### src/rtl/serial_tx.sv
`default_nettype none
// ============================================================================
//  Module   : serial_tx
//  Purpose  : UART-style frame transmitter. A frame is a start bit (0), the
//             data bits LSB first, an optional even-parity bit and a stop
//             bit (1). Every bit is held on tx for CLKS_PER_BIT clocks.
//  Options  : SERIAL_TX_PARITY_EN - inserts the even-parity bit after DATA.
//  Revision : 1.0 - initial release
// ============================================================================
module serial_tx #(
  parameter int DATA_WIDTH   = 8,
  parameter int CLKS_PER_BIT = 16
) (
  input  logic                  clock,
  input  logic                  reset,
  input  logic [DATA_WIDTH-1:0] data,
  input  logic                  start,
  output logic                  tx,
  output logic                  busy,
  output logic                  done
);

  localparam int c_cnt_w = (CLKS_PER_BIT > 1) ? $clog2(CLKS_PER_BIT) : 1;
  localparam int c_idx_w = (DATA_WIDTH > 1) ? $clog2(DATA_WIDTH) : 1;
  localparam logic [c_cnt_w-1:0] c_cnt_last = c_cnt_w'(CLKS_PER_BIT - 1);
  localparam logic [c_idx_w-1:0] c_idx_last = c_idx_w'(DATA_WIDTH - 1);

  typedef enum logic [2:0] {
    S_IDLE   = 3'd0,
    S_START  = 3'd1,
    S_DATA   = 3'd2,
    S_PARITY = 3'd3,
    S_STOP   = 3'd4
  } state_t;

  state_t                r_state;
  logic [c_cnt_w-1:0]    r_cnt;
  logic [c_idx_w-1:0]    r_idx;
  logic [DATA_WIDTH-1:0] r_shift;
  logic                  r_tx;
  logic                  r_busy;
  logic                  r_done;

  logic                  w_bit_end;
  logic [DATA_WIDTH-1:0] w_shift_next;
  state_t                w_post_data_state;
  logic                  w_post_data_tx;

  assign w_bit_end    = (r_cnt == c_cnt_last);
  assign w_shift_next = r_shift >> 1;

`ifdef SERIAL_TX_PARITY_EN
  // Parity is taken from the word at accept time so later data changes
  // cannot leak into the frame in flight.
  logic r_parity;

  always_ff @(posedge clock or posedge reset) begin
    if (reset) begin
      r_parity <= 1'b0;
    end else if (r_state == S_IDLE && start) begin
      r_parity <= ^data;
    end
  end

  assign w_post_data_state = S_PARITY;
  assign w_post_data_tx    = r_parity;
`else
  assign w_post_data_state = S_STOP;
  assign w_post_data_tx    = 1'b1;
`endif

  always_ff @(posedge clock or posedge reset) begin
    if (reset) begin
      r_state <= S_IDLE;
      r_cnt   <= '0;
      r_idx   <= '0;
      r_shift <= '0;
      r_tx    <= 1'b1;
      r_busy  <= 1'b0;
      r_done  <= 1'b0;
    end else begin
      r_done <= 1'b0;
      case (r_state)
        S_IDLE: begin
          r_tx  <= 1'b1;
          r_cnt <= '0;
          r_idx <= '0;
          if (start) begin
            r_shift <= data;
            r_state <= S_START;
            r_tx    <= 1'b0;
            r_busy  <= 1'b1;
          end
        end

        S_START: begin
          if (w_bit_end) begin
            r_cnt   <= '0;
            r_state <= S_DATA;
            r_tx    <= r_shift[0];
          end else begin
            r_cnt <= r_cnt + 1'b1;
          end
        end

        S_DATA: begin
          if (w_bit_end) begin
            r_cnt <= '0;
            if (r_idx == c_idx_last) begin
              r_state <= w_post_data_state;
              r_tx    <= w_post_data_tx;
            end else begin
              r_idx   <= r_idx + 1'b1;
              r_shift <= w_shift_next;
              r_tx    <= w_shift_next[0];
            end
          end else begin
            r_cnt <= r_cnt + 1'b1;
          end
        end

`ifdef SERIAL_TX_PARITY_EN
        S_PARITY: begin
          if (w_bit_end) begin
            r_cnt   <= '0;
            r_state <= S_STOP;
            r_tx    <= 1'b1;
          end else begin
            r_cnt <= r_cnt + 1'b1;
          end
        end
`endif

        S_STOP: begin
          r_tx <= 1'b1;
          // The done cycle is spent in IDLE, so a start seen then chains
          // the next frame straight after this stop bit.
          if (w_bit_end) begin
            r_cnt   <= '0;
            r_state <= S_IDLE;
            r_busy  <= 1'b0;
            r_done  <= 1'b1;
          end else begin
            r_cnt <= r_cnt + 1'b1;
          end
        end

        default: begin
          r_state <= S_IDLE;
          r_cnt   <= '0;
          r_tx    <= 1'b1;
          r_busy  <= 1'b0;
        end
      endcase
    end
  end

  assign tx   = r_tx;
  assign busy = r_busy;
  assign done = r_done;

endmodule
`default_nettype wire

### config.mk
export PLATFORM = sky130hd
export DESIGN_NAME = serial_tx
export DESIGN_NICKNAME = d
export VERILOG_FILES = /design/src/rtl/serial_tx.sv
export SDC_FILE = /design/constraint.sdc
export NUM_CORES = 1
export LEC_CHECK = 0
export ABC_CLOCK_PERIOD_IN_PS = 4330
export CAP_MARGIN = 0
export CORE_ASPECT_RATIO = 1.75
export CORE_UTILIZATION = 25
export CTS_BUF_LIST = sky130_fd_sc_hd__clkbuf_4
export DETAILED_ROUTE_END_ITERATION = 7
export GPL_ROUTABILITY_DRIVEN = 0
export PLACE_DENSITY = 0.53
export SLEW_MARGIN = 20
export SYNTH_ARGS = -nofsm -noshare
export SYNTH_HDL_FRONTEND = slang
export SYNTH_SLANG_ARGS = --single-unit
### constraint.sdc
create_clock -name clock -period 4.33 [get_ports clock]
set_input_delay 0.6495 -clock clock [delete_from_list [all_inputs] [get_ports clock]]
set_output_delay 0.6495 -clock clock [all_outputs]
set_load 0.02 [all_outputs]
==> qor.yml, run 1 <==
status: "complete, no violations"
fin_area_mm2: 0.00126
postCtsSetupBuffers: 0
tightest_slew_ns: 0.807
postCtsHoldBufs: 0
fin_nets: 130
hold_depth: 1
min-delay-start: "r_cnt[0]"
powerDensity_mw_per_mm2: 547
rr_worst_depth: 4
use_met2_pct: 20.3
startpoint_type: "register"
first_pass_iters: 4
hpwl_mm: 1.72
area_growth_syn_to_layout_pct: 18.3
ys_ff_latch: 21
clk_pin_slew_ns: 0.12
synth_cells: 103
grt_setup_unrepaired: "no"
clock_skew_ns: 0.0115
synth_ff_type: "dfrtp_1"
core_mm2: 0.00411
post-route-period-util_pct: 48.3
synth-warning-count: 0
path_class: "register to primary output"
grt-ovfl-total: 0
vias_per_cell: 5.09
die_w_um: 51.4
clock-sinks: 21
fp.dieH_um: 88.4
wl_per_cell_um: 14.0
stdcell_count: 164
cp_data_required_time_ns: 3.68
syn_nets: 117
cts_made_buffers: 3
ir_drop_uv: 179
grt_antenna_before_repair: 0
vias: 835
drt_iter0_drc: 26
clk_path_buf_depth: 2
clk_latency_ns: 0.32
timing.setup.tns_ns: 0
drv_cap: 0
totalWireLength_mm: 2.29
synthArstFlopShare_pct: 100
grt_first_pass_wirelength_mm: 4.02
cp_cell_sequence: "clkdlybuf4s50_1"
cp_max_fo: 2
final_common_cell: "dfrtp_1"
syn-mean-instance-area_um2: 10.4
rows: 31
crit_cells: 1
postRouteAntennaNets: 0
crit_path_end_kind: "primary output"
synth-edff-count: 0
final-setup-viol-count: 0
grt_util_met3_pct: 1.89
grt_pass1_vias: 855
crit_end: "tx"
diodes: 0
critical_path.max_stage_delay_ns: 0.59
portBuffers: 13
start_util_pct: 26.0
die-area_mm2: 0.00454
dp.cells: 160
hold_class: "register to register"
path_buf_inv: 1
drive_above_1_share_pct: 7.83
grtUsageMet1_pct: 14.1
fin_crit_ns: 2.09
arrival_ns: 1.44
r2r-start: "r_state[1]"
final_cell_mix: "dfrtp_1 (20), clkdlybuf4s50_1 (13), nor2_1 (8), o22ai_1 (8)"
cp_top_family: "buffers and inverters"
drv_slew: 0
syn_area_mm2: 0.00107
synth.distinct_cells: 35
p_leak_uw: 0.000526
ctsResizeCount: 0
grt_max_degree: 22
post-synth-top-area-cell: "dfrtp_1"
io_pins: 14
hold_viol: 0
gr-max-usage-layer: "met2"
fill_cells: 468
netlist_top_cells_area: "dfrtp_1 (47%), a2bb2oi_1 (5.7%), o22ai_1 (4.7%)"
worstSetupStartpoint: "tx"
postPlaceCellArea_mm2: 0.00123
synth_top_area_share_pct: 46.9
cts_root_buffer: "clkbuf_4"
drcViolationCount: 0
fmax_mhz: 478
r2r-end: "r_shift[1]"
reg2reg_slack_ns: 2.34
cp_slowest_cell: "clkdlybuf4s50_1"
slew_headroom_pct: 46.1
track_usage_pct: 12.0
cts_tree: "yes"
htree_levels: 1
yosysSeqAreaShare_pct: 49.4
-- sequential cells by signal (all words and copies together) (netlist names) --
name / count
r_cnt: 4
r_shift: 8
done: 1
busy: 1
r_state: 3
tx: 1
r_idx: 3
-- how the worst min path moves through the flow --
stage and endpoint:
2_1_floorplan r_cnt[0], 3_3_place_gp r_cnt[0], 3_5_place_dp r_cnt[0], 4_1_cts r_cnt[0], 5_1_grt r_cnt[3], 6_report r_cnt[0]
-- cell type report --
type / count / area, um^2 / share of cell area (%)
Clock buffer: 4 / 30.0 / 2.38
Sequential cell: 21 / 527 / 41.7
Inverter: 7 / 26.3 / 2.08
Tap cell: 49 / 61.3 / 4.86
Timing Repair Buffer: 13 / 130 / 10.3
Multi-Input combinational cell: 70 / 488 / 38.7
-- report_power, final --
| group | internal (uW) | leakage (uW) | switching, uW | total, uW |
|---|---|---|---|---|
| registers | 272 | 0.000253 | 74.0 | 346 |
| clock network | 42.3 | 0.0000184 | 60.8 | 103 |
| logic | 130 | 0.000254 | 111 | 241 |
| total | 444 | 0.000526 | 246 | 690 |
-- Yosys cell counts, types with 2 or more instances --
library cell,count
a211o_1,2
a21oi_1,3
a22oi_1,2
a2bb2oi_1,7
a31oi_1,2
clkbuf_1,4
dfrtp_1,20
ha_1,3
inv_1,7
nand2_1,4
nand3_1,3
nor2_1,8
nor3_1,3
o21ai_0,7
o22ai_1,8
-- per-layer routing --
layer  routed length, um  share of wire, %
met4                  60               2.6
met5                   0                 0
met3                  63               2.8
met1                 951                42
met2                1210                53
-- logic make-up after synthesis --
group / count (synthesis) / synth area share, %
AOI/OAI and AO/OA: 38 / 25.7
xor gates and xnor gates: 2 / 1.64
adders and majority gates: 3 / 3.52
buffers and inverters: 12 / 4.92
DFF: 21 / 49.4
muxes: 1 / 0.938
and+or+nand+nor: 26 / 14.0
-- metrics by stage --
step	setup WS [ns]	utilization, %	hold WS (ns)	total power (uW)
floorplan	2.67	-	0.468	532
global placement	2.08	30.0	0.485	581
detailed placement	2.05	30.0	0.502	593
CTS	2.22	30.7	0.519	697
global route	2.19	30.7	0.550	744
finish	2.24	30.7	0.518	690
Power figures use the tool's default switching activity.
==> run 2, diff against run 1 <==
--- a/config.mk
+++ b/config.mk
@@ -5,14 +5,14 @@
 export SDC_FILE = /design/constraint.sdc
 export NUM_CORES = 1
 export LEC_CHECK = 0
-export ABC_CLOCK_PERIOD_IN_PS = 4330
+export ABC_CLOCK_PERIOD_IN_PS = 1900
 export CAP_MARGIN = 0
 export CORE_ASPECT_RATIO = 1.75
 export CORE_UTILIZATION = 25
 export CTS_BUF_LIST = sky130_fd_sc_hd__clkbuf_4
 export DETAILED_ROUTE_END_ITERATION = 7
 export GPL_ROUTABILITY_DRIVEN = 0
-export PLACE_DENSITY = 0.53
+export PLACE_DENSITY = 0.55
 export SLEW_MARGIN = 20
 export SYNTH_ARGS = -nofsm -noshare
 export SYNTH_HDL_FRONTEND = slang
==> constraint.sdc (replaced) <==
create_clock -name clock -period 1.9 [get_ports clock]
set_input_delay 0.285 -clock clock [delete_from_list [all_inputs] [get_ports clock]]
set_output_delay 0.285 -clock clock [all_outputs]
set_load 0.02 [all_outputs]
==> qor.yml, run 2 (synthesis gave the netlist of run 1 again) <==
status: "complete, no violations"
clock-sinks: 21
largest_reg_flops: 8
clk_latency_ns: 0.31
wl_per_cell_um: 13.3
power.clock.fraction_pct: 13.7
final_common_cell: "dfrtp_1"
vias_per_cell: 5.08
post-route-period-util_pct: 92.5
core_mm2: 0.00411
grt_first_pass_wirelength_mm: 3.97
dp.cells: 166
first_pass_iters: 4
diodes: 0
p_comb_share_pct: 39.7
cts_made_buffers: 3
vias: 864
regArea_um2: 527
postCtsHoldBufs: 0
grt_max_degree: 22
fin_nets: 136
drv_cap: 0
rows: 31
powerDensity_mw_per_mm2: 1220
drive_above_1_share_pct: 12.4
drv_slew: 0
final-setup-viol-count: 0
stdcell_count: 170
cp_cell_sequence: "ha_1, ha_1, nand2_1, nor3b_4, a21boi_4, a2bb2oi_1"
ir_drop_uv: 684
clk_pin_slew_ns: 0.12
hpwl_mm: 1.73
cts_tree: "yes"
die_w_um: 51.4
postCtsSetupBuffers: 0
p_seq_share_pct: 46.7
grt_antenna_before_repair: 0
drt_iter0_drc: 8
area_growth_syn_to_layout_pct: 22.3
totalWireLength_mm: 2.26
multi_input_area_um2: 488
fin_crit_ns: 1.76
total_power_uw: 1600
cp_data_required_time_ns: 2.13
arrival_ns: 1.99
grt-ovfl-total: 0
fill_cells: 459
crit_path_frequent_cell: "ha_1"
fmax_mhz: 569
htree_levels: 1
slew_headroom_pct: 61.8
fp.dieH_um: 88.4
final_cell_mix: "dfrtp_1 (20), clkdlybuf4s50_1 (13), nor2_1 (8), o22ai_1 (8)"
die-area_mm2: 0.00454
clk_path_buf_depth: 2
p_sw_share_pct: 36.0
p_sw_uw: 574
startpoint_type: "register"
ctsResizeCount: 0
regMostFlops: "r_shift"
tightest_slew_ns: 0.558
clock_skew_ns: 0.00433
cp_slowest_cell: "dfrtp_1"
cts_root_buffer: "clkbuf_4"
postRouteAntennaNets: 0
reg.largest.list: "r_shift x8, r_cnt x4"
critical_path.max_stage_delay_ns: 0.41
p_int_uw: 1020
path_class: "register to register"
path_buf_inv: 0
grt_pass1_vias: 942
portBuffers: 13
fin_util_pct: 31.7
crit_path_end_kind: "register"
grt_setup_unrepaired: "no"
io_pins: 14
track_usage_pct: 11.6
cp_top_family: "compound AO/OA/AOI/OAI gates"
timing.setup.tns_ns: 0
start_util_pct: 26.0
drcViolationCount: 0
cp_max_fo: 8
hold_viol: 0
reg2reg_slack_ns: 0.14
p_leak_uw: 0.000555
hold_class: "input port to asynchronous set/reset pin"
## run 2: worst min-delay path, stage by stage
cell and delay [ns]:
clkdlybuf4s50_1 0.39, inv_1 0.05, buf_4 0.27
## run 2: metal layers
layer	vias to the layer above	part of all wire, %	GRT usage [%]
met3	11	2.9	1.20
met4	0	4.6	8.85
met2	22	52	20.4
li1	423	-	-
met1	408	41	12.3
met5	-	0	0
## run 2: stage by stage
stage	hold WS (ns)	setup slack [ns]	cell area, um^2
after detailed placement	0.503	0.153	1280
after global placement	0.487	0.229	1280
after CTS	0.294	0.130	1310
after floorplan	0.261	0.237	1070
after global routing	0.309	0.00224	1310
final	0.287	0.143	1310
## run 2: final timing paths
path	end	cells past startpoint	startpoint
hold / removal	r_idx[0]	3	reset
min in group clock	r_cnt[0]	1	r_cnt[0]
setup / recovery	r_shift[0]	6	r_idx[0]
hold reg to reg	r_cnt[0]	1	r_cnt[0]
max in group asynchronous	tx	3	reset
setup reg to reg	r_shift[0]	6	r_idx[0]
## run 2: layout make-up
class                           count  area share [%]
Multi-Input combinational cell     70            37.4
Sequential cell                    21            40.4
Tap cell                           49            4.70
Clock buffer                        3            1.73
Inverter                            7            2.01
Timing Repair Buffer               19            13.4
Clock inverter                      1           0.384
## run 2: power groups by stage
stage               logic (uW)  registers, uW  clock network (uW)
finish                     633            745                 218
global route               713            770                 247
CTS                        641            746                 228
detailed placement         639            756                   0
global placement           615            746                   0
floorplan                  474            738                   0
